[config.mk]
export PLATFORM = sky130hd
export DESIGN_NAME = nes_joypad_responder
export DESIGN_NICKNAME = d
export VERILOG_FILES = /design/src/rtl/nes_joypad_responder.sv
export SDC_FILE = /design/constraint.sdc
export NUM_CORES = 1
export LEC_CHECK = 0
export ABC_AREA = 1
export CORE_UTILIZATION = 38
export CTS_BUF_LIST = sky130_fd_sc_hd__clkbuf_2
export DETAILED_ROUTE_END_ITERATION = 16
export PLACE_DENSITY = 0.63
export SETUP_SLACK_MARGIN = 0.15
export SYNTH_ARGS = -nofsm -noshare
export SYNTH_HDL_FRONTEND = slang
export SYNTH_SLANG_ARGS = --single-unit
export TNS_END_PERCENT = 10
[constraint.sdc]
create_clock -name clk_in -period 4 [get_ports clk_in]
set_input_delay 0.4 -clock clk_in [delete_from_list [all_inputs] [get_ports clk_in]]
set_output_delay 0.4 -clock clk_in [all_outputs]
set_load 0.01 [all_outputs]
[src/rtl/nes_joypad_responder.sv]
// NES controller emulator: answers the console's joypad latch/clock protocol
// with debounced board buttons, behaving like a 4021 parallel-in/serial-out
// shifter. The serial line is active-low: 0 means pressed.
module nes_joypad_responder #(
    parameter int DEBOUNCE_CYCLES = 100000,
    parameter int SYNC_STAGES     = 2
) (
    input  logic       clk_in,
    input  logic       nres_in,
    input  logic [7:0] btn_in,
    input  logic       jp_latch_in,
    input  logic       jp_clk_in,
    output logic       jp_data_out,
    output logic [7:0] btn_state_out,
    output logic [3:0] bit_cnt_out
);

    localparam int CNT_W = (DEBOUNCE_CYCLES > 1) ? $clog2(DEBOUNCE_CYCLES) : 1;
    localparam logic [CNT_W-1:0] CNT_LAST = CNT_W'(DEBOUNCE_CYCLES - 1);

    // Synchronizer chains; the last stage is the synced value.
    logic [SYNC_STAGES-1:0]      latch_sync_q;
    logic [SYNC_STAGES-1:0]      clk_sync_q;
    logic [SYNC_STAGES-1:0][7:0] btn_sync_q;
    logic                        clk_prev_q;

    logic       latch_synced_s;
    logic       clk_synced_s;
    logic [7:0] btn_synced_s;
    logic       clk_rise_s;

    // Debounce state.
    logic [7:0][CNT_W-1:0] bounce_cnt_q;
    logic [7:0][CNT_W-1:0] bounce_cnt_d;
    logic [7:0]            btn_state_q;
    logic [7:0]            btn_state_d;

    // Shifter state.
    logic [7:0] sr_q;
    logic [7:0] sr_d;
    logic [3:0] bit_cnt_q;
    logic [3:0] bit_cnt_d;

    assign latch_synced_s = latch_sync_q[SYNC_STAGES-1];
    assign clk_synced_s   = clk_sync_q[SYNC_STAGES-1];
    assign btn_synced_s   = btn_sync_q[SYNC_STAGES-1];
    assign clk_rise_s     = clk_synced_s & ~clk_prev_q;

    // Bring the asynchronous pins into the clk_in domain and keep the previous
    // synced joypad clock for rising-edge detection.
    always_ff @(posedge clk_in or negedge nres_in) begin
        if (!nres_in) begin
            latch_sync_q <= '0;
            clk_sync_q   <= '0;
            btn_sync_q   <= '0;
            clk_prev_q   <= 1'b0;
        end else begin
            latch_sync_q <= {latch_sync_q[SYNC_STAGES-2:0], jp_latch_in};
            clk_sync_q   <= {clk_sync_q[SYNC_STAGES-2:0], jp_clk_in};
            btn_sync_q   <= {btn_sync_q[SYNC_STAGES-2:0], btn_in};
            clk_prev_q   <= clk_synced_s;
        end
    end

    // Per-button debounce: a disagreeing input must persist DEBOUNCE_CYCLES
    // consecutive cycles before the stable state flips; any agreement restarts it.
    always_comb begin
        bounce_cnt_d = bounce_cnt_q;
        btn_state_d  = btn_state_q;
        for (int i = 0; i < 8; i++) begin
            if (btn_synced_s[i] == btn_state_q[i]) begin
                bounce_cnt_d[i] = '0;
            end else if (bounce_cnt_q[i] == CNT_LAST) begin
                bounce_cnt_d[i] = '0;
                btn_state_d[i]  = ~btn_state_q[i];
            end else begin
                bounce_cnt_d[i] = bounce_cnt_q[i] + CNT_W'(1);
            end
        end
    end

    // Debounce registers.
    always_ff @(posedge clk_in or negedge nres_in) begin
        if (!nres_in) begin
            bounce_cnt_q <= '0;
            btn_state_q  <= 8'h00;
        end else begin
            bounce_cnt_q <= bounce_cnt_d;
            btn_state_q  <= btn_state_d;
        end
    end

    // Shifter next state: latch keeps reloading (and masks clock edges);
    // each clock edge shifts a pressed level in so overrun reads return 0.
    always_comb begin
        sr_d      = sr_q;
        bit_cnt_d = bit_cnt_q;
        if (latch_synced_s) begin
            sr_d      = btn_state_q;
            bit_cnt_d = 4'd0;
        end else if (clk_rise_s) begin
            sr_d = {1'b1, sr_q[7:1]};
            if (bit_cnt_q >= 4'd8) begin
                bit_cnt_d = 4'd8;
            end else begin
                bit_cnt_d = bit_cnt_q + 4'd1;
            end
        end else begin
            sr_d      = sr_q;
            bit_cnt_d = bit_cnt_q;
        end
    end

    // Shifter registers; the serial line is taken straight from sr_q[0].
    always_ff @(posedge clk_in or negedge nres_in) begin
        if (!nres_in) begin
            sr_q      <= 8'h00;
            bit_cnt_q <= 4'd0;
        end else begin
            sr_q      <= sr_d;
            bit_cnt_q <= bit_cnt_d;
        end
    end

    assign jp_data_out   = ~sr_q[0];
    assign btn_state_out = btn_state_q;
    assign bit_cnt_out   = bit_cnt_q;

endmodule

After elaboration in Yosys (flattened, before gate mapping) --
Index checks and enable logic that the tools add are counted.
Cells by class: $add $sub $neg 9, order comparisons 1, equal/unequal tests 16, mux-type cells 21, bitwise operators 19, reduce and logical (&&, ||, !) cells 9
Operators by type and width (count):
- $mux 17 | 16
- $add 17x1->17 const B | 8
- $eq 17x17->1 const B | 8
- $not 1->1 | 18
- $mux 8 | 2
- $reduce_and 2->1 | 8
- $mux 4 | 3
- $eq 1x1->1 | 8
- $add 4x1->4 const B | 1
- $ge 4x4->1 const B | 1
- $reduce_bool 2->1 | 1
- $and 1x1->1 | 1
Storage, ports and cells: flip-flop bits (word level) 177, input port bits 12, output and inout port bits 13

Longest topological paths before layout --
word-level depth 4, mapped depth 9, gate-level depth less buffers 9

Least setup slack after synthesis --
No wires, ideal clock.
kind flip-flop to flip-flop, start point register bounce_cnt_q[119] (netlist name), end point register bounce_cnt_q[126] (netlist name), setup time 0.119 ns, arrival 1.202 ns, data required time 3.881 ns, setup slack 2.679 ns, cell stages (with the launch flop) 10, buffers on the path 1, period minus slack after synthesis 1.321 ns, path through dfrtp_1 > ha_1 > nand2_2 > inv_2 > nand2_2 > nor2_4 > nand2_2 > nand2_2 > buf_6 > nor2_2
RTL lines:
- start: declaration | RTL line 33 | logic [7:0][CNT_W-1:0] bounce_cnt_q;
- start signal: assignment | RTL line 88 | bounce_cnt_q <= bounce_cnt_d;

Worst setup path in the final report --
start point register btn_state_q[0] (netlist: btn_state_out[0]), end point output port btn_state_out[0]
RTL lines:
- start: declaration | RTL line 35 | logic [7:0] btn_state_q;
- start signal: assignment | RTL line 89 | btn_state_q <= btn_state_d;
- end: declaration | RTL line 14 | output logic [7:0] btn_state_out,
No word-level cell between the ends.

==> results.txt <==
In this run the core area contains 56 standard-cell rows. The worst path arrival time was 1.88 ns. In the layout the commonest cells are 307 x sky130_fd_sc_hd__nand2_1, 282 x sky130_fd_sc_hd__nor2_1, 177 x sky130_fd_sc_hd__dfrtp_1, 157 x sky130_fd_sc_hd__inv_1, 60 x sky130_fd_sc_hd__nand3_1. The post-synth net total was 1254; the biggest cell delay along the critical path was 0.60 ns. Sorting the synthesized cells by area gives the leading types as sky130_fd_sc_hd__dfrtp_1 48%, sky130_fd_sc_hd__nand2_1 12%, sky130_fd_sc_hd__nor2_1 11%.

The category of the critical setup timing path was register to primary output. The slack of the critical path was 1.722 ns; the via count normalized by instance count was 4.537. The tools report the kind of end point of the critical path as a primary output. The clock network is responsible for 29.5% of the overall power. Detailed placement ended at an HPWL of 13020 um.

The smallest clock period supported by the final layout is computed as 2.278 ns. The count of different cell masters after synthesis was 25. Grouping stages by cell kind, the critical path spends the most delay in buffers and inverters.

The critical-path maximum fanout was 4; the layout net count was 1297. The final number of hold-violating endpoints was 0. The power density relative to cell area is 283.8 nW/um^2. The worst hold path depth works out to 1. Leaving out fill and tap cells, the most frequent cell in the layout is sky130_fd_sc_hd__nand2_1. The fraction of power spent switching nets was 26.54%. The run gives 2.106 mW as the internal power of the cells.

Compared with the post-synthesis result, the final layout area differs by 9.461%. The worst hold path class is input port to register. In this run the mean area of a mapped cell was 7.492 um^2. Summed negative setup slack over all endpoints: 0 ns. Summed over all cells, the static leakage comes to 4.504 nW. The clock passes through at most 2 buffers. Clock slew seen by the registers of the worst setup and hold paths: 0.26 ns. Die outline height: 157.9 um. The logs give 5 for the number of iterations in the first detailed-routing pass and 10100 um^2 for the final instance area. The horizontal die dimension was 157.9 um. Leaving out filler cells and counting taps, the final layout contains 1608. The run gives 0 as the remaining antenna violation count. The cell area that synthesis handed to floorplanning was 9230 um^2. For this design the top-level I/O count stands at 25.

At the worst endpoint, the required time is 3.60 ns. The first global-routing pass estimated 31520 um of wire. The signal on the critical path passes through clkdlybuf4s50_1. Once placement finished, the instance area stood at 9846 um^2. The final critical path takes up 56.94% of the cycle. The Yosys step of the flow raised 0 warnings. After global routing the overflow that remains totals 0. The peak ir drop on the vdd network is 0.0001298 V.

The top-area cell type share of the netlist area was 47.99%; the part of the Yosys area used for sequential elements was 47.99%. The tools report the final wirelength as 17950 um. The clock tree synthesis step divided the H-tree into 4 levels. The final worst hold slack was 0.09785 ns; the number of buffers created by CTS was 17.

The insertion delay to the later sink of the worst-skew pair is 0.73 ns, and the number of setup buffers added after CTS is 0. The congestion estimate from routability-driven global placement came to 0.8194. The kind of start point of the critical path was a register.

The detailed router finished its first iteration with 362 violations. The number of global-route vias before repair was 6815; the final design utilization was 42.79%. Synthesis handed over a netlist of 1232 instances. Setup repair after global routing left no endpoint under its margin. Max-cap violations in this run came to 0. In this run the power spent charging and discharging nets is 760.8 uW. Final-report max-slew violation count: 0. For this run, design rule violations remaining after detail routing come to 0. For the vias after detailed routing, the log shows 7295. Setup violations remaining at the end of the flow were counted as 0. Global routing consumed, over all layers together, 15.76% of the routing resources.

Port buffering added 24 buffers. Share of post-route cells with drive strength above 1: 7.997%. In this run, placement finished with an instance count of 1570. For this design, the sink count on the clock tree is 177. Combinational logic is responsible for 5.5% of the overall power. Entering global routing, the biggest net connects 105 pins.

Counting cells, the worst reg-to-reg path comes to 5. For the remaining max-slew budget at the tightest pin, the log shows 25.16%. The total buffers and inverters traversed by the critical path works out to 1.

TritonCTS built the clock tree. Timing would allow up to 439.0 MHz. The clock arrives with 0.03472 ns of skew.

The run gives 1 as the initial antenna violation count. The placeable core region is 23610 um^2, and the count of cell instances traversed by the critical path is 1. At the pin with the least slew margin, the transition time is 1.115 ns. After synthesis the netlist holds a flip-flop and latch count of 177. Clock tree synthesis selected as its root buffer the cell sky130_fd_sc_hd__clkbuf_2. sky130_fd_sc_hd__dfrtp_1 takes more of the synthesized area than any other cell.

The run finished with clean final reports. OpenSTA, run right after detailed placement, puts the worst setup slack at 2.278 ns. Summing internal, switching and leakage power gives 2.867 mW. The slowest stage of the critical path belongs to the cell sky130_fd_sc_hd__clkdlybuf4s50_1. The initial standard-cell utilization of the core was 39.09%; the detail-routed net length per standard cell was 11.16 um. The share of total power dissipated in sequential elements is 65.0%.

The floorplan step defined a die boundary enclosing 24920 um^2.
==> logic make-up after synthesis <==
kind of cell    count (synthesis)  synth area share [%]
flops                         177                 47.99
simple gates                  761                 34.93
buf+inv                       172                 7.266
fa+ha+maj                      10                 1.356
compound gates                 68                 3.958
xor+xnor                       44                 4.500
==> flip-flops by register name, summed over array words and instances (netlist names) <==
| register | flops |
|---|---|
| bounce_cnt_q | 136 |
| btn_synced_s | 8 |
| btn_state_out | 8 |
| latch_sync_q | 2 |
| sr_q | 8 |
| clk_sync_q | 2 |
| bit_cnt_out | 4 |
| btn_sync_q | 8 |
| clk_prev_q | 1 |
==> path summary, 6_finish.rpt <==
kind / from / end / slack, ns
worst max-delay path: btn_state_out[0] / btn_state_out[0] / 1.72
worst min-delay path: btn_in[2] / btn_sync_q[2] / 0.1
worst max register to register: latch_sync_q[1] / bit_cnt_out[2] / 2.25
worst min register to register: latch_sync_q[0] / latch_sync_q[1] / 0.38
max in group asynchronous: nres_in / btn_synced_s[3] / 2.89
min in group asynchronous: nres_in / bounce_cnt_q[50] / 0.26
==> cell type report <==
| class | count | area (um^2) |
|---|---|---|
| Fill cell | 2441 | 13510 |
| Inverter | 166 | 623.1 |
| Multi-Input combinational cell | 883 | 4130 |
| Sequential cell | 177 | 4429 |
| Timing Repair Buffer | 30 | 314.1 |
| Tap cell | 319 | 399.1 |
| Antenna cell | 1 | 2.502 |
| Clock buffer | 18 | 90.09 |
| Clock inverter | 14 | 115.1 |
==> cells in the mapped netlist <==
| cell type | number |
|---|---|
| sky130_fd_sc_hd__nand2_1 | 307 |
| sky130_fd_sc_hd__nor2_1 | 282 |
| sky130_fd_sc_hd__dfrtp_1 | 177 |
| sky130_fd_sc_hd__inv_1 | 157 |
| sky130_fd_sc_hd__nand3_1 | 60 |
| sky130_fd_sc_hd__xor2_1 | 32 |
| sky130_fd_sc_hd__nor2_2 | 28 |
| sky130_fd_sc_hd__nand2_2 | 26 |
| sky130_fd_sc_hd__a21oi_1 | 24 |
| sky130_fd_sc_hd__nor3_1 | 22 |
| sky130_fd_sc_hd__nand4_1 | 21 |
| sky130_fd_sc_hd__o21ai_0 | 19 |
| sky130_fd_sc_hd__o21ai_1 | 15 |
| sky130_fd_sc_hd__ha_1 | 10 |
| sky130_fd_sc_hd__inv_2 | 9 |
| sky130_fd_sc_hd__nand3b_1 | 8 |
| sky130_fd_sc_hd__xnor2_1 | 8 |
| sky130_fd_sc_hd__o211ai_1 | 7 |
| sky130_fd_sc_hd__nor2_4 | 6 |
| sky130_fd_sc_hd__xor2_2 | 4 |
| sky130_fd_sc_hd__buf_6 | 3 |
| sky130_fd_sc_hd__o21bai_1 | 3 |
| sky130_fd_sc_hd__buf_2 | 2 |
| sky130_fd_sc_hd__and3_1 | 1 |
| sky130_fd_sc_hd__clkbuf_1 | 1 |
==> what timing repair did <==
action	in CTS	in global routing
hold endpoints to repair	107	0
gates resized for setup	0	0
hold buffers	5	0
setup endpoints to repair	0	0
==> metal layers <==
layer / wire (um) / part of all wire (%) / global-route usage [%]
met5: 0 / 0 / 0
met4: 142 / 0.79 / 4.577
met2: 8243 / 46 / 25.13
met3: 355 / 2.0 / 2.737
met1: 9204 / 51 / 21.87
==> power groups by stage <==
stage | registers [mW] | clock network (mW) | logic (mW)
after floorplan | 1.89 | 0 | 0.0818
after global placement | 1.89 | 0 | 0.158
after detailed placement | 1.89 | 0 | 0.159
after CTS | 1.86 | 0.902 | 0.164
after global routing | 1.87 | 0.973 | 0.185
final | 1.86 | 0.846 | 0.158
No activity file was read; power rests on OpenSTA's default activity.
